<file path="config.mk">
export PLATFORM = sky130hd
export DESIGN_NAME = fetch_unit
export DESIGN_NICKNAME = d
export VERILOG_FILES = /design/src/rtl/fetch_pkg.sv /design/src/rtl/fetch_fifo.sv /design/src/rtl/fetch_unit.sv
export SDC_FILE = /design/constraint.sdc
export NUM_CORES = 1
export LEC_CHECK = 0
export CAP_MARGIN = 20
export CELL_PAD_IN_SITES_DETAIL_PLACEMENT = 1
export CELL_PAD_IN_SITES_GLOBAL_PLACEMENT = 1
export CORE_UTILIZATION = 45
export DETAILED_ROUTE_END_ITERATION = 8
export PLACE_DENSITY = 0.84
export SLEW_MARGIN = 5
export SYNTH_ARGS = -nofsm -noshare
export SYNTH_HDL_FRONTEND = slang
export SYNTH_SLANG_ARGS = --single-unit
</file>
<file path="constraint.sdc">
create_clock -name clk -period 2.6 [get_ports clk]
set_input_delay 0.39 -clock clk [delete_from_list [all_inputs] [get_ports clk]]
set_output_delay 0.39 -clock clk [all_outputs]
set_load 0.03 [all_outputs]
</file>
<file path="src/rtl/fetch_pkg.sv">
// fetch_pkg: shared types and constants for the instruction fetch unit.
//   INSTR_WIDTH      - instruction word width
//   PC_INC           - byte distance between consecutive instructions
//   FETCH_ADDR_WIDTH - width of the pc field carried with each buffered word;
//                      keep equal to the fetch_unit ADDR_WIDTH parameter
//   fetch_entry_t    - {pc, instr} pair held in the prefetch FIFO
package fetch_pkg;

    localparam int INSTR_WIDTH      = 16;
    localparam int PC_INC           = 2;
    localparam int FETCH_ADDR_WIDTH = 16;

    typedef struct packed {
        logic [FETCH_ADDR_WIDTH-1:0] pc;
        logic [INSTR_WIDTH-1:0]      instr;
    } fetch_entry_t;

endpackage

</file>
<file path="src/rtl/fetch_fifo.sv">
// fetch_fifo: synchronous prefetch FIFO of fetch_entry_t.
//   clk, rst     - clock, asynchronous active-low reset
//   push, entry  - write entry at the tail
//   pop          - drop the head entry
//   flush        - empty the FIFO; overrides push and pop
//   count        - number of buffered entries (0..DEPTH)
//   head         - head entry, all zeros when empty
module fetch_fifo
    import fetch_pkg::*;
#(
    parameter int DEPTH = 4
) (
    input  logic                       clk,
    input  logic                       rst,
    input  logic                       push,
    input  logic                       pop,
    input  logic                       flush,
    input  fetch_entry_t               entry,
    output logic [$clog2(DEPTH+1)-1:0] count,
    output fetch_entry_t               head
);

    localparam int PW = $clog2(DEPTH);
    localparam int CW = $clog2(DEPTH + 1);
    localparam logic [CW-1:0] FULL = CW'(DEPTH);

    fetch_entry_t    mem [DEPTH];
    logic [PW-1:0]   wr_ptr;
    logic [PW-1:0]   rd_ptr;
    logic            pop_eff;
    logic            push_eff;

    // A pop frees a slot in the same cycle, so a full FIFO can still accept.
    assign pop_eff  = pop && (count != '0) && !flush;
    assign push_eff = push && ((count != FULL) || pop_eff) && !flush;

    // Storage needs no reset: entries are only read while count covers them.
    always_ff @(posedge clk) begin
        if (push_eff) begin
            mem[wr_ptr] <= entry;
        end
    end

    always_ff @(posedge clk or negedge rst) begin
        if (!rst) begin
            wr_ptr <= '0;
            rd_ptr <= '0;
            count  <= '0;
        end else if (flush) begin
            wr_ptr <= '0;
            rd_ptr <= '0;
            count  <= '0;
        end else begin
            if (push_eff) begin
                wr_ptr <= wr_ptr + PW'(1);
            end
            if (pop_eff) begin
                rd_ptr <= rd_ptr + PW'(1);
            end
            if (push_eff && !pop_eff) begin
                count <= count + CW'(1);
            end else if (pop_eff && !push_eff) begin
                count <= count - CW'(1);
            end
        end
    end

    assign head = (count != '0) ? mem[rd_ptr] : '0;

endmodule

</file>
<file path="src/rtl/fetch_unit.sv">
// fetch_unit: instruction-fetch initiator for a combinational-read
// instruction memory, with a prefetch FIFO feeding decode.
//   clk, rst                      - clock, asynchronous active-low reset
//   mem_addr, mem_enable          - read request to instruction memory
//   mem_wr, mem_data_in           - write port, tied off
//   mem_data_out                  - read data, same cycle as the request
//   instr_valid, instr, instr_pc  - FIFO head towards decode
//   instr_ready                   - decode accepts the head
//   redirect, redirect_pc         - flush and restart fetch at redirect_pc
//   halt                          - stop issuing fetches, keep draining
module fetch_unit
    import fetch_pkg::*;
#(
    parameter int                    ADDR_WIDTH = FETCH_ADDR_WIDTH,
    parameter int                    DEPTH      = 4,
    parameter logic [ADDR_WIDTH-1:0] RESET_PC   = '0
) (
    input  logic                   clk,
    input  logic                   rst,
    output logic [ADDR_WIDTH-1:0]  mem_addr,
    output logic                   mem_enable,
    output logic                   mem_wr,
    output logic [INSTR_WIDTH-1:0] mem_data_in,
    input  logic [INSTR_WIDTH-1:0] mem_data_out,
    output logic                   instr_valid,
    output logic [INSTR_WIDTH-1:0] instr,
    output logic [ADDR_WIDTH-1:0]  instr_pc,
    input  logic                   instr_ready,
    input  logic                   redirect,
    input  logic [ADDR_WIDTH-1:0]  redirect_pc,
    input  logic                   halt
);

    localparam int CW = $clog2(DEPTH + 1);
    localparam logic [CW-1:0] FULL = CW'(DEPTH);

    logic [ADDR_WIDTH-1:0] pc_q;
    logic [CW-1:0]         count;
    fetch_entry_t          push_entry;
    fetch_entry_t          head_entry;
    logic                  pop;
    logic                  fetch;

    assign pop   = instr_valid && instr_ready;
    // rst gates fetch so mem_enable drops as soon as reset is asserted.
    assign fetch = !redirect && !halt && rst && ((count != FULL) || pop);

    always_ff @(posedge clk or negedge rst) begin
        if (!rst) begin
            pc_q <= RESET_PC;
        end else if (redirect) begin
            pc_q <= redirect_pc & ~ADDR_WIDTH'(1);
        end else if (fetch) begin
            pc_q <= pc_q + ADDR_WIDTH'(PC_INC);
        end
    end

    always_comb begin
        push_entry       = '0;
        push_entry.pc    = FETCH_ADDR_WIDTH'(pc_q);
        push_entry.instr = mem_data_out;
    end

    fetch_fifo #(
        .DEPTH (DEPTH)
    ) u_fifo (
        .clk   (clk),
        .rst   (rst),
        .push  (fetch),
        .pop   (pop && !redirect),
        .flush (redirect),
        .entry (push_entry),
        .count (count),
        .head  (head_entry)
    );

    assign mem_addr    = pc_q;
    assign mem_enable  = fetch;
    assign mem_wr      = 1'b0;
    assign mem_data_in = '0;

    assign instr_valid = (count != '0);
    assign instr       = head_entry.instr;
    assign instr_pc    = ADDR_WIDTH'(head_entry.pc);

endmodule

</file>
==> results of run 1 <==
-- layout by cell type (no fill, tap or decap), types with 3 or more instances in the layout --
cell and instances:
edfxtp_1 124, clkdlybuf4s50_1 50, buf_4 48, and2_1 32, mux4_2 31, dfrtp_1 21, conb_1 19, nand2_1 18
clkbuf_16 17, xnor2_1 12, o21ai_1 10, nor2_1 7, nand3_1 7, buf_12 7, inv_1 6, mux2i_1 5
nor3_1 5, ha_1 5, clkbuf_1 5, and2_2 4, o21ai_0 4, clkinv_1 4, nand2b_1 3, nor2b_1 3
a31oi_1 3, nand4_1 3, nor4_1 3, clkinv_2 3
-- registers in the layout, summed over array words and instances (netlist names) --
register,flops
u_fifo.count,3
u_fifo.rd_ptr,2
mem_addr,15
u_fifo.wr_ptr,2
u_fifo.mem,124
-- power groups by stage --
stage	Combinational, mW	Clock [mW]	Sequential (mW)
6_report	1.70	2.22	2.77
2_1_floorplan	1.07	0	2.80
3_5_place_dp	1.73	0	2.82
4_1_cts	1.74	2.26	2.77
3_3_place_gp	1.70	0	2.80
5_1_grt	1.82	2.35	2.79
-- area by class of cell --
type                       count  area share
clock inverter                 9      0.0115
clock buffer                  22      0.0565
timing repair buffer         105       0.127
inverter                       6     0.00286
multi-input combinational    202       0.230
sequential                   146       0.544
tap                          176      0.0280
-- synthesized netlist by cell type, drive strengths merged --
cell type / n / area, µm²
and4: 1 / 8.76
mux2i: 5 / 50.1
nor3: 7 / 45.0
nand3b: 1 / 7.51
nor4b: 2 / 38.8
xor2: 2 / 17.5
nand2: 18 / 67.6
a31oi: 3 / 18.8
buf: 27 / 199
a21oi: 2 / 10.0
nand4: 3 / 18.8
a21boi: 1 / 7.51
nand3: 7 / 35.0
ha: 5 / 62.6
o21ai: 14 / 70.1
conb: 1 / 3.75
o2111ai: 1 / 8.76
or3: 2 / 12.5
mux4: 31 / 698
a21o: 1 / 7.51
xnor2: 12 / 105
fa: 1 / 20.0
a22oi: 1 / 7.51
nor2: 8 / 32.5
inv: 6 / 22.5
nor4: 5 / 43.8
nand4b: 1 / 15.0
nor2b: 3 / 18.8
o31a: 2 / 17.5
and2: 36 / 225
clkbuf: 11 / 41.3
nand2b: 3 / 18.8
and3b: 1 / 8.76
a221oi: 1 / 8.76
dfrtp: 22 / 551
a211oi: 2 / 15.0
o221ai: 1 / 8.76
edfxtp: 124 / 3720
-- metrics by stage --
step / cell area, µm² / util / instances / setup TNS (ns)
after floorplan: 6340 / - / 392 / 0
after global placement: 7330 / 0.547 / 635 / 0
after detailed placement: 7330 / 0.547 / 635 / -0.0126
after CTS: 7860 / 0.587 / 666 / 0
after global routing: 7860 / 0.587 / 666 / 0
final: 7860 / 0.587 / 666 / 0
-- cells by family after synthesis --
family / Yosys count
buffers and inverters: 44
flip-flops: 146
AND/OR/NAND/NOR: 98
other: 1
adder cells (fa/ha/maj): 6
multiplexers: 36
XOR/XNOR: 14
AO/OA/AOI/OAI: 29
-- metal layers --
| metal | track usage | vias up | part of all wire |
|---|---|---|---|
| met5 | 0 | - | 0 |
| met4 | 0.0648 | 0 | 0.0065 |
| met3 | 0.0537 | 10 | 0.045 |
| met2 | 0.340 | 101 | 0.53 |
| met1 | 0.250 | 1804 | 0.42 |
| li1 | - | 1602 | - |
-- worst min-delay path by stage --
stage,from,end,slack (ns),cells past startpoint
after floorplan,rst,mem_addr[10],0.09,0
after global placement,u_fifo.wr_ptr[1],u_fifo.wr_ptr[1],0.58,2
after detailed placement,mem_addr[13],u_fifo.mem[3][29],0.61,0
after CTS,rst,u_fifo.count[0],0.40,2
after global routing,rst,mem_addr[9],0.42,2
final,rst,u_fifo.count[1],0.40,2
==> flow_summary.yaml, run 1 <==
power:
  ir_worst_vdd_v: 0.000476
  p_comb_frac: 0.254
  netSwitchingPower_mw: 1.89
  p_int_mw: 4.80
  p_leak_nw: 2.74
  seq_power_share: 0.414
  power.total_mw: 6.70
  switching_share: 0.283
  clkPwrFrac: 0.332
  p_per_area_nw_per_um2: 852
logic_synthesis:
  synthAdderAreaFrac: 0.0132
  synth-simple-area-share: 0.0952
  synth.avg_cell_area_um2: 16.8
  synth_compound_area_frac: 0.0287
  synthXorXnorAreaFrac: 0.0196
  synth_warnings: 0
  syn_area_um2: 6270
  synth_seq_cells: 146
  synth_top_family_by_area: "multiplexers"
  ys_seq_area_frac: 0.682
  syn_inst: 374
  synth_mux_area_frac: 0.119
  synth_cell_types: 46
detailed_routing:
  ant_nets: 0
  num_vias: 3517
  post_drt_wl_per_cell_um: 20.0
  dr.pass1.iters: 4
  drc_errors: 0
  drt-total-wl_um: 13300
  vias_per_cell: 5.28
  first_iter_violations: 173
final_layout:
  antennaDiodeCount: 0
  syn_to_final_growth_pct: 25.4
  regArea_um2: 4280
  final_nets: 521
  n_fill_cell: 1266
  drive_gt1_frac: 0.247
  multiInputGateArea_um2: 1810
worst_setup_path:
  end_kind: "output port"
  crit_path_max_incr_delay_ns: 0.55
  r2r_slack_ns: 0.20
  cp_slowest_cell: "dfrtp_4"
  path_buf_inv: 2
  timing.rr.end: "u_fifo.count[1]"
  crit_top_cell: "buf_12"
  cp-endpoint: "instr_pc[13]"
  start_kind: "flip-flop"
  cp_top_family: "flip-flops"
  arrival_ns: 2.11
  crit_start: "u_fifo.rd_ptr[0]"
  r2r_start: "u_fifo.count[0]"
  path_cells: "buf_12 > mux4_2 > and2_1 > buf_12"
  critPathKind: "flip-flop to output port"
  critical_path_required_ns: 2.21
  r2r_cells: 7
  crit_fanout: 15
  worst-path-stages: 4
sta:
  finalSetupViolations: 0
  fin_skew_ns: 0.0107
  maxSlewViolCount: 0
  rsz0062_at_grt: "no"
  fin_crit_sh: 0.960
  fmax_mhz: 401
  post-route-min-period_ns: 2.50
  hold_violations: 0
  whs_ns: 0.397
  timing.final.ws_setup_ns: 0.105
floorplanning:
  initial_core_util: 0.468
  num_io_pins: 104
  num_rows: 42
  die-area_um2: 14400
  core-area_um2: 13400
  die_w_um: 120
  die_h_um: 120
cts:
  cts_tree: "built"
  cts-buffers-inserted: 17
  worstSkewPairLatency_ns: 0.41
  cts-root-buf: "clkbuf_16"
  cts_hold_buf: 0
  clkTransAtPathRegs_ns: 0.06
  cts_sinks: 146
  htreeDepth: 4
  post_cts_buffers: 0
  cts_resized: 0
  clockBufferDepth: 2
global_routing:
  overflow: 0
  grt_pass1_vias: 3806
  antenna_found_initial: 0
  grt_pass1_wl_um: 21000
  grt_max_degree: 41
  grt_usage: 0.201
status:
  outcome: "finished, final reports clean"
placement:
  portBuffers: 83
  pre_cts_ws_ns: -0.0126
  place_hpwl_um: 8850
  gp_congestion: 0.800
worst_hold_path:
  hp-class: "input pin to async pin"
flow_run:
  cap_violations: 0
Note: power is estimated with default switching activity, not from simulation.
==> inputs of run 2 (changes only) <==
PLACE_DENSITY = 0.79   (was 0.84)
==> flow_summary.yaml, run 2 (synthesis gave the netlist of run 1 again) <==
detailed_routing:
  ant_nets: 0
  first_iter_violations: 235
  drt-total-wl_um: 13600
  post_drt_wl_per_cell_um: 20.5
  drc_errors: 0
  num_vias: 3562
  dr.pass1.iters: 4
  vias_per_cell: 5.36
final_layout:
  final_common_cell: "edfxtp_1"
  drive_gt1_frac: 0.245
  regArea_um2: 4280
  fin_cells: 665
  multiInputGateArea_um2: 1810
  regMostFlops: "u_fifo.mem"
  stdcell_area_um2: 7870
  n_fill_cell: 1258
  syn_to_final_growth_pct: 25.5
  final_cell_mix: "edfxtp_1, clkdlybuf4s50_1, buf_4, and2_1, mux4_2"
  final_nets: 520
  antennaDiodeCount: 0
  largest_register_ffs: 124
sta:
  fmax_mhz: 413
  finalSetupViolations: 0
  tns_ns: 0
  hold_violations: 0
  rsz0062_at_grt: "no"
  maxSlewViolCount: 0
  fin_crit_sh: 0.931
  post-route-min-period_ns: 2.42
  fin_skew_ns: 0.00654
  whs_ns: 0.377
global_routing:
  grt_pass1_wl_um: 21500
  grt_pass1_vias: 3964
  antenna_found_initial: 0
  grt_max_degree: 41
  grt_util_met2: 0.358
  overflow: 0
  use_met3: 0.0385
  grt_usage: 0.206
  grt.met1_usage: 0.252
  top_usage_layer: "met2"
placement:
  place_hpwl_um: 8630
  gp_congestion: 0.760
  dpl_cell_area_um2: 7330
  portBuffers: 83
  placedCellCount: 634
power:
  power.total_mw: 6.69
  p_per_area_nw_per_um2: 851
  p_leak_nw: 2.74
  ir_worst_vdd_v: 0.000574
worst_setup_path:
  end_kind: "output port"
  cp_slowest_cell: "dfrtp_1"
  start_kind: "flip-flop"
  critPathKind: "flip-flop to output port"
  critical_path_required_ns: 2.21
  r2r_start: "u_fifo.count[0]"
  r2r_slack_ns: 0.27
  crit_path_max_incr_delay_ns: 0.50
  r2r_cells: 7
  arrival_ns: 2.03
  path_cells: "or3_1 > buf_4 > dlygate4sd2_1"
  crit_fanout: 33
  timing.rr.end: "u_fifo.count[1]"
cts:
  cts-root-buf: "clkbuf_16"
  clkTransAtPathRegs_ns: 0.06
  cts_resized: 1
  post_cts_buffers: 0
  worstSkewPairLatency_ns: 0.41
  clockBufferDepth: 2
  cts_sinks: 146
  cts-buffers-inserted: 17
  cts_hold_buf: 0
  htreeDepth: 4
  cts_tree: "built"
worst_hold_path:
  hp-class: "input pin to async pin"
floorplanning:
  die_w_um: 120
  num_rows: 42
  die_h_um: 120
  initial_core_util: 0.468
  num_io_pins: 104
  core-area_um2: 13400
  die-area_um2: 14400
status:
  outcome: "finished, final reports clean"
flow_run:
  cap_violations: 0
run 2: changes by cell type in the layout (fill, tap and decap cells not counted):
cell           previous run  this run
dfrtp_4                   1         0
clkbuf_1                  5         6
clkinv_2                  3         4
buf_12                    7         8
dlygate4sd2_1             0         1
buf_4                    48        45
clkinv_1                  4         2
dfrtp_2                   0         1
run 2: cell type report:
class,instances,area share
multi-input cells,202,0.230
clock inverters,8,0.0111
clock buffers,23,0.0569
flip-flops and latches,146,0.543
well taps,176,0.0280
repair buffers,104,0.128
inverters,6,0.00286
run 2: layer usage:
layer / vias up / share of wire / wire, µm
met5: - / 0 / 0
met4: 0 / 0.017 / 227
met3: 19 / 0.041 / 552
met2: 108 / 0.53 / 7230
met1: 1834 / 0.41 / 5610
li1: 1601 / - / -
run 2: worst max path at each step:
stage / startpoint / to / slack, ns / depth (start not counted)
after floorplan: halt / u_fifo.mem[1][0] / 0.11 / 4
after global placement: instr_ready / u_fifo.count[2] / 0.1 / 8
after detailed placement: instr_ready / u_fifo.count[2] / 0.03 / 8
after CTS: u_fifo.count[0] / instr_valid / 0.13 / 3
after global routing: u_fifo.count[0] / u_fifo.count[1] / 0.03 / 7
final: u_fifo.count[0] / instr_valid / 0.18 / 3
run 2: power by group:
group | switching [mW] | total [mW] | internal [mW]
Clock | 0.857 | 2.25 | 1.39
Sequential | 0.115 | 2.75 | 2.64
Combinational | 0.944 | 1.69 | 0.748
run 2: per-stage QoR:
stage,setup WS [ns],utilization
floorplan,0.111,-
global placement,0.0973,0.547
detailed placement,0.0313,0.547
CTS,0.129,0.587
global route,0.0336,0.587
finish,0.180,0.587
run 2: worst max-delay path: cells and delay by family (launching register included):
family | cells | cell delay, ns
buf+inv | 2 | 0.66
flops | 1 | 0.50
simple gates | 1 | 0.44
